==> src/rtl/aes_req_sched.sv <==
`default_nettype none
// ============================================================================
// Module   : aes_req_sched
// Summary  : Shares one fully pipelined aes_128 core among NREQ requesters.
//            Issue is round-robin and credit-gated; results return in order
//            through an output FIFO. Defining AES_SCHED_FIXED_PRIO_EN
//            replaces round-robin with fixed lowest-index priority.
// Revision : 1.0
// ============================================================================
module aes_req_sched #(
    parameter int NREQ        = 4,
    parameter int TAG_W       = 4,
    parameter int CORE_LAT    = 21,
    parameter int OFIFO_DEPTH = 32
) (
    input  logic                      clk,
    input  logic                      rst,
    input  logic [NREQ-1:0]           req_valid,
    output logic [NREQ-1:0]           req_ready,
    input  logic [128*NREQ-1:0]       req_state,
    input  logic [128*NREQ-1:0]       req_key,
    input  logic [TAG_W*NREQ-1:0]     req_tag,
    output logic [127:0]              core_state,
    output logic [127:0]              core_key,
    input  logic [127:0]              core_out,
    output logic                      rsp_valid,
    input  logic                      rsp_ready,
    output logic [127:0]              rsp_data,
    output logic [$clog2(NREQ)-1:0]   rsp_id,
    output logic [TAG_W-1:0]          rsp_tag,
    output logic                      busy
);

    localparam int c_ID_W  = $clog2(NREQ);
    localparam int c_PTR_W = $clog2(OFIFO_DEPTH);
    localparam int c_CNT_W = $clog2(OFIFO_DEPTH + 1);
    localparam int c_ENT_W = 128 + c_ID_W + TAG_W;
    localparam logic [c_CNT_W-1:0] c_FULL = c_CNT_W'(OFIFO_DEPTH);

    logic                          grant_found;
    logic [c_ID_W-1:0]             grant_idx;
    logic                          has_credit;
    logic                          accept;
    logic                          push;
    logic                          pop;

    logic [127:0]                  core_state_q, core_state_d;
    logic [127:0]                  core_key_q,   core_key_d;
    logic [CORE_LAT:0]             sh_vld_q,     sh_vld_d;
    logic [CORE_LAT:0][c_ID_W-1:0] sh_id_q,      sh_id_d;
    logic [CORE_LAT:0][TAG_W-1:0]  sh_tag_q,     sh_tag_d;
    logic [c_CNT_W-1:0]            inflight_q,   inflight_d;
    logic [c_CNT_W-1:0]            fifo_cnt_q,   fifo_cnt_d;
    logic [c_PTR_W-1:0]            wr_ptr_q,     wr_ptr_d;
    logic [c_PTR_W-1:0]            rd_ptr_q,     rd_ptr_d;
    logic [c_ENT_W-1:0]            fifo_mem_q [OFIFO_DEPTH];

    // Every accepted block already owns a FIFO slot, so the core can never be stalled.
    assign has_credit = ({1'b0, fifo_cnt_q} + {1'b0, inflight_q}) < {1'b0, c_FULL};
    assign accept     = grant_found & has_credit;

`ifdef AES_SCHED_FIXED_PRIO_EN
    always_comb begin
        grant_found = 1'b0;
        grant_idx   = '0;
        for (int k = NREQ - 1; k >= 0; k--) begin
            if (req_valid[c_ID_W'(k)]) begin
                grant_found = 1'b1;
                grant_idx   = c_ID_W'(k);
            end
        end
    end
`else
    logic [c_ID_W-1:0] rr_ptr_q, rr_ptr_d;
    int                search_idx;

    // Scan backwards so the last hit is the first valid at/after the pointer.
    always_comb begin
        grant_found = 1'b0;
        grant_idx   = '0;
        search_idx  = 0;
        for (int k = NREQ - 1; k >= 0; k--) begin
            search_idx = int'(rr_ptr_q) + k;
            if (search_idx >= NREQ) search_idx = search_idx - NREQ;
            if (req_valid[c_ID_W'(search_idx)]) begin
                grant_found = 1'b1;
                grant_idx   = c_ID_W'(search_idx);
            end
        end
    end

    always_comb begin
        rr_ptr_d = rr_ptr_q;
        if (accept) begin
            rr_ptr_d = (grant_idx == c_ID_W'(NREQ - 1)) ? '0 : grant_idx + c_ID_W'(1);
        end
    end

    always_ff @(posedge clk or negedge rst) begin
        if (!rst) rr_ptr_q <= '0;
        else      rr_ptr_q <= rr_ptr_d;
    end
`endif

    always_comb begin
        req_ready = '0;
        if (accept) req_ready[grant_idx] = 1'b1;
    end

    assign push      = sh_vld_q[CORE_LAT];
    assign rsp_valid = (fifo_cnt_q != '0);
    assign pop       = rsp_valid & rsp_ready;

    // Shadow stage 0 sits beside the core input register; stage CORE_LAT lines up with core_out.
    always_comb begin
        core_state_d = core_state_q;
        core_key_d   = core_key_q;
        if (accept) begin
            core_state_d = req_state[int'(grant_idx)*128 +: 128];
            core_key_d   = req_key[int'(grant_idx)*128 +: 128];
        end
        sh_vld_d   = {sh_vld_q[CORE_LAT-1:0], accept};
        sh_id_d    = {sh_id_q[CORE_LAT-1:0], grant_idx};
        sh_tag_d   = {sh_tag_q[CORE_LAT-1:0], req_tag[int'(grant_idx)*TAG_W +: TAG_W]};
        inflight_d = inflight_q + c_CNT_W'(accept) - c_CNT_W'(push);
        fifo_cnt_d = fifo_cnt_q + c_CNT_W'(push) - c_CNT_W'(pop);
        wr_ptr_d   = wr_ptr_q + c_PTR_W'(push);
        rd_ptr_d   = rd_ptr_q + c_PTR_W'(pop);
    end

    always_ff @(posedge clk or negedge rst) begin
        if (!rst) begin
            core_state_q <= '0;
            core_key_q   <= '0;
            sh_vld_q     <= '0;
            sh_id_q      <= '0;
            sh_tag_q     <= '0;
            inflight_q   <= '0;
            fifo_cnt_q   <= '0;
            wr_ptr_q     <= '0;
            rd_ptr_q     <= '0;
        end else begin
            core_state_q <= core_state_d;
            core_key_q   <= core_key_d;
            sh_vld_q     <= sh_vld_d;
            sh_id_q      <= sh_id_d;
            sh_tag_q     <= sh_tag_d;
            inflight_q   <= inflight_d;
            fifo_cnt_q   <= fifo_cnt_d;
            wr_ptr_q     <= wr_ptr_d;
            rd_ptr_q     <= rd_ptr_d;
        end
    end

    // Storage needs no reset: the read port is forced to zero while empty.
    always_ff @(posedge clk) begin
        if (push) fifo_mem_q[wr_ptr_q] <= {core_out, sh_id_q[CORE_LAT], sh_tag_q[CORE_LAT]};
    end

    assign {rsp_data, rsp_id, rsp_tag} = rsp_valid ? fifo_mem_q[rd_ptr_q] : '0;
    assign core_state = core_state_q;
    assign core_key   = core_key_q;
    assign busy       = (inflight_q != '0) | rsp_valid;

    a_no_fifo_overflow : assert property (@(posedge clk) disable iff (!rst)
        !(push && (fifo_cnt_q == c_FULL)));

endmodule
`default_nettype wire

==> config.mk <==
export PLATFORM = sky130hd
export DESIGN_NAME = aes_req_sched
export DESIGN_NICKNAME = d
export VERILOG_FILES = /design/src/rtl/aes_req_sched.sv
export SDC_FILE = /design/constraint.sdc
export NUM_CORES = 2
export LEC_CHECK = 0
export CAP_MARGIN = 0
export CORE_AREA = 2 2 617 619
export CTS_CLUSTER_SIZE = 20
export DETAILED_ROUTE_END_ITERATION = 12
export DIE_AREA = 0 0 619 621
export PLACE_DENSITY_LB_ADDON = 0.12
export SLEW_MARGIN = 10
export SYNTH_ARGS = -nofsm -noshare
export SYNTH_HDL_FRONTEND = slang
export SYNTH_MEMORY_MAX_BITS = 65536
export SYNTH_SLANG_ARGS = --single-unit
==> constraint.sdc <==
create_clock -name clk -period 8 [get_ports clk]
set_input_delay 1.6 -clock clk [delete_from_list [all_inputs] [get_ports clk]]
set_output_delay 1.6 -clock clk [all_outputs]
set_load 0.1 [all_outputs]
==> summary.txt <==
Outcome
  • Status: finished with violations
  • Failing checks: capacitance limit, slew limit

Synth
  • Synth Area in Simple Gates: 2.83%
  • Post-synthesis compound-gate area fraction: approximately 6.4%
  • Yosys warns: 0
  • Cell count after synthesis: 9,554
  • Synthesized Nets: ~11k
  • Seq cells post-synth: approximately 4.7k
  • Most common flop cell mapped by yosys: edfxtp_1
  • Post-synthesis xor/xnor area fraction: less than 1%
  • Sequential fraction of the synthesis area: roughly three quarters
  • Post-Syn Area per Cell: approximately 19 sq um
  • EDFF count, synth: between 4k and 5k
  • Count of unique library cells instantiated by Yosys: 57
  • Main combinational cell family by area after synthesis: multiplexers
  • Post-Synth Adder-Cell Area: less than 1%
  • Mux cell area share after synthesis: 12.8%
  • Synthesized cell area: between 0.15 and 0.2 sq mm
  • Async SR Flop Fraction: 9.19%

Final layout
  • Utilization after layout: between 50% and 60%
  • Nets: around 12k
  • Non-Filler Instances: 16.9k
  • Layout area overhead: 20.9%
  • Layout cell share with drive strength beyond 1: between 10% and 20%

CTS
  • Clk buf depth: 4
  • Hold Buf Count CTS: 0
  • CTS Buf Count: between 400 and 500
  • Clock slew at reported path FFs: roughly 0.060 ns
  • Clock sink count: 4,722
  • Clk_lat worst skew: ~1 ns
  • Post-cts repair resize count: 0
  • TritonCTS clock tree: yes
  • Post-CTS setup buffer count: 0
  • CTS Root Cell: clkbuf_16
  • CTS HTree Levels: 5

Global route
  • Met3 usage: between 10% and 20%
  • Most used routing layer: met2
  • Largest net degree at the start of global routing: 158
  • Vias in the first global route: 106k
  • Global-route wire length before repair: 977,000 um
  • Antenna violations before repair: 294
  • All-Layer GR Usage: a little under two fifths
  • M2 GR Usage: a little under three fifths
  • Grt total ovfl: 0
  • Met1 Usage GRT: ~50%

STA
  • Worst-Margin Slew: roughly 1.6 ns
  • Crit share post-route: approximately 90%
  • Slew Viols, Final: 4
  • Final Hold Fails: 0
  • Fmax: around 140 MHz
  • Min cycle time layout: roughly 7.2 ns
  • Slew margin rel.: -7.45%
  • Final setup vio count: 0
  • Clock skew: 0.0918 ns
  • RSZ-0062 raised after global routing: false
  • Setup TNS: 0 ns

Min path
  • Hold EP: sh_tag_d[61]$_DFF_PN0_
  • Worst hold stages: 0
  • Tightest Hold Check Type: flop to flop
  • Hold Startpoint: sh_tag_d[57]$_DFF_PN0_

Worst setup path
  • CP startpoint kind: flop
  • CP Depth: 6
  • Arr. time, crit path: 5.64 ns
  • Worst setup EP type: output port
  • Worst Reg-to-Reg Cells: 11
  • CP max stage delay: 1.33 ns
  • R2R Setup Slk: ~2.4 ns
  • Bufs and invs on worst path: 2
  • Data required time of the worst path: around 6.4 ns
  • CP delay by family, top: buffers and inverters
  • Critical path, cell by cell: buf_12 > mux4_2 > a22oi_1 > a21o_1 > a21oi_1 > clkdlybuf4s50_1
  • Worst flop-to-flop path endpoint: core_state[97]$_DFFE_PN0P_
  • Worst-path maximum fanout: between 100 and 150
  • R2R Path Start: fifo_cnt_q[4]$_DFF_PN0_
  • Crit Path Class: flop to output port
  • Slowest-stage cell, CP: clkdlybuf4s50_1

Power
  • Pwr dens: 412 mW/mm^2
  • VDD IR-drop max: 0.790 mV
  • Pleak: 73.6 nW

Routing
  • Drt via density: roughly 6.5
  • Total vias in the final route: between 100k and 150k
  • DR DRC count: 0
  • Drt wl/cell: 43.9 um
  • Post-Route WL: between 700,000 and 800,000 um
  • Post-DRT Antenna Nets: 0
  • First-pass DRT Iterations: 6
  • DRT iter0 DRCs: approximately 17k

Die
  • Die width: just over 600 um
  • DIE AREA: ~0.38 sq mm
  • Core Rows: 226
  • Initial Util: around half
  • Core area: 0.378 sq mm
  • Top Ports: roughly 1.6k
  • Die Y: about 620 um

Placed design
  • I/O Buffers: between 1.5k and 2k
  • Placed cell count: around 16k
  • HPWL Detailed: approximately 480,000 um
  • Placer Congestion: approximately 1.2

Job
  • Max-cap violations: 3
==> cells in the final DEF, fill, tap and decap left out, types with 235 or more instances in the layout <==
| cell | n |
|---|---|
| diode_2 | 327 |
| mux4_2 | 819 |
| and3_1 | 260 |
| dfrtp_1 | 431 |
| clkdlybuf4s50_1 | 1435 |
| a311oi_1 | 256 |
| a21oi_1 | 235 |
| nand2_1 | 587 |
| nor2_1 | 263 |
| mux2i_1 | 485 |
| edfxtp_1 | 4288 |
| buf_4 | 317 |
| clkbuf_16 | 469 |
==> metal layers <==
layer | wire [um] | vias to the layer above
met5 | 335 | -
li1 | - | 43292
met2 | 334000 | 7177
met1 | 273000 | 58830
met4 | 48500 | 46
met3 | 89400 | 1284
==> how the worst max path moves through the flow <==
stage / end / slack [ns] / startpoint
2_1_floorplan: fifo_mem_q[10][0]$_DFFE_PP_ / 0.73 / wr_ptr_q[3]$_DFF_PN0_
3_3_place_gp: rsp_data[5] / 1.83 / rd_ptr_q[1]$_DFF_PN0_
3_5_place_dp: rsp_data[102] / 1.80 / rd_ptr_q[1]$_DFF_PN0_
4_1_cts: rsp_data[102] / 0.72 / rd_ptr_q[1]$_DFF_PN0_
5_1_grt: rsp_data[122] / 0.70 / rd_ptr_q[1]$_DFF_PN0_
6_report: rsp_data[49] / 0.76 / rd_ptr_q[1]$_DFF_PN0_
==> Yosys cell counts, drive strengths merged, types with 38 or more instances <==
library cell,count,area (sq um)
mux4,819,18400
edfxtp,4288,129000
and3,260,1630
o22ai,132,826
a22o,38,333
a2111oi,258,2270
buf,265,1480
o21ai,51,255
a311oi,256,2240
nor2,298,1130
a21o,92,691
a21oi,238,1190
a211oi,104,781
dfrtp,434,10900
o221ai,112,981
mux2i,485,4850
nand2,588,2210
a22oi,231,1730
clkbuf,423,1590
==> state kept, by name (all words and copies together) (netlist names) <==
name        flops
sh_id_d        42
core_key      128
sh_vld_q       22
sh_tag_d       84
core_state    128
fifo_mem_q   4288
rd_ptr_q        5
sh_id_q         2
wr_ptr_q        5
rr_ptr_q        2
sh_tag_q        4
fifo_cnt_q      6
inflight_q      6
==> where the power goes <==
group	total, mW	leakage [nW]	switching, mW	internal, mW
combinational	39.3	22.7	28.3	11.0
clock	21.7	7.36	9.45	12.2
sequential	30.6	43.5	1.79	28.8
total	91.6	73.6	39.5	52.1
==> cell families after synthesis <==
family | count (synthesis)
muxes | 1326
buffers and inverters | 711
and+or+nand+nor | 1183
adders and majority gates | 31
DFF | 4722
AOI/OAI and AO/OA | 1567
xor gates and xnor gates | 14
==> final cells by class <==
type,count,area (sq um)
clock inverters,287,2640
flip-flops and latches,4722,140000
clock buffers,580,12300
well taps,5016,6280
diodes,327,818
fillers,27920,156000
repair buffers,1863,18500
multi-input cells,4121,41900
inverters,23,114
==> stage by stage <==
stage	total power [mW]	worst slack [ns]	hold slack, ns	area (sq um)
CTS	91.4	0.718	0.323	221000
floorplan	55.5	0.726	0.331	184000
global placement	69.6	1.83	0.332	206000
global route	93.8	0.696	0.331	222000
finish	91.6	0.761	0.319	222000
detailed placement	69.8	1.80	0.335	206000
No activity file was read; power rests on OpenSTA's default activity.
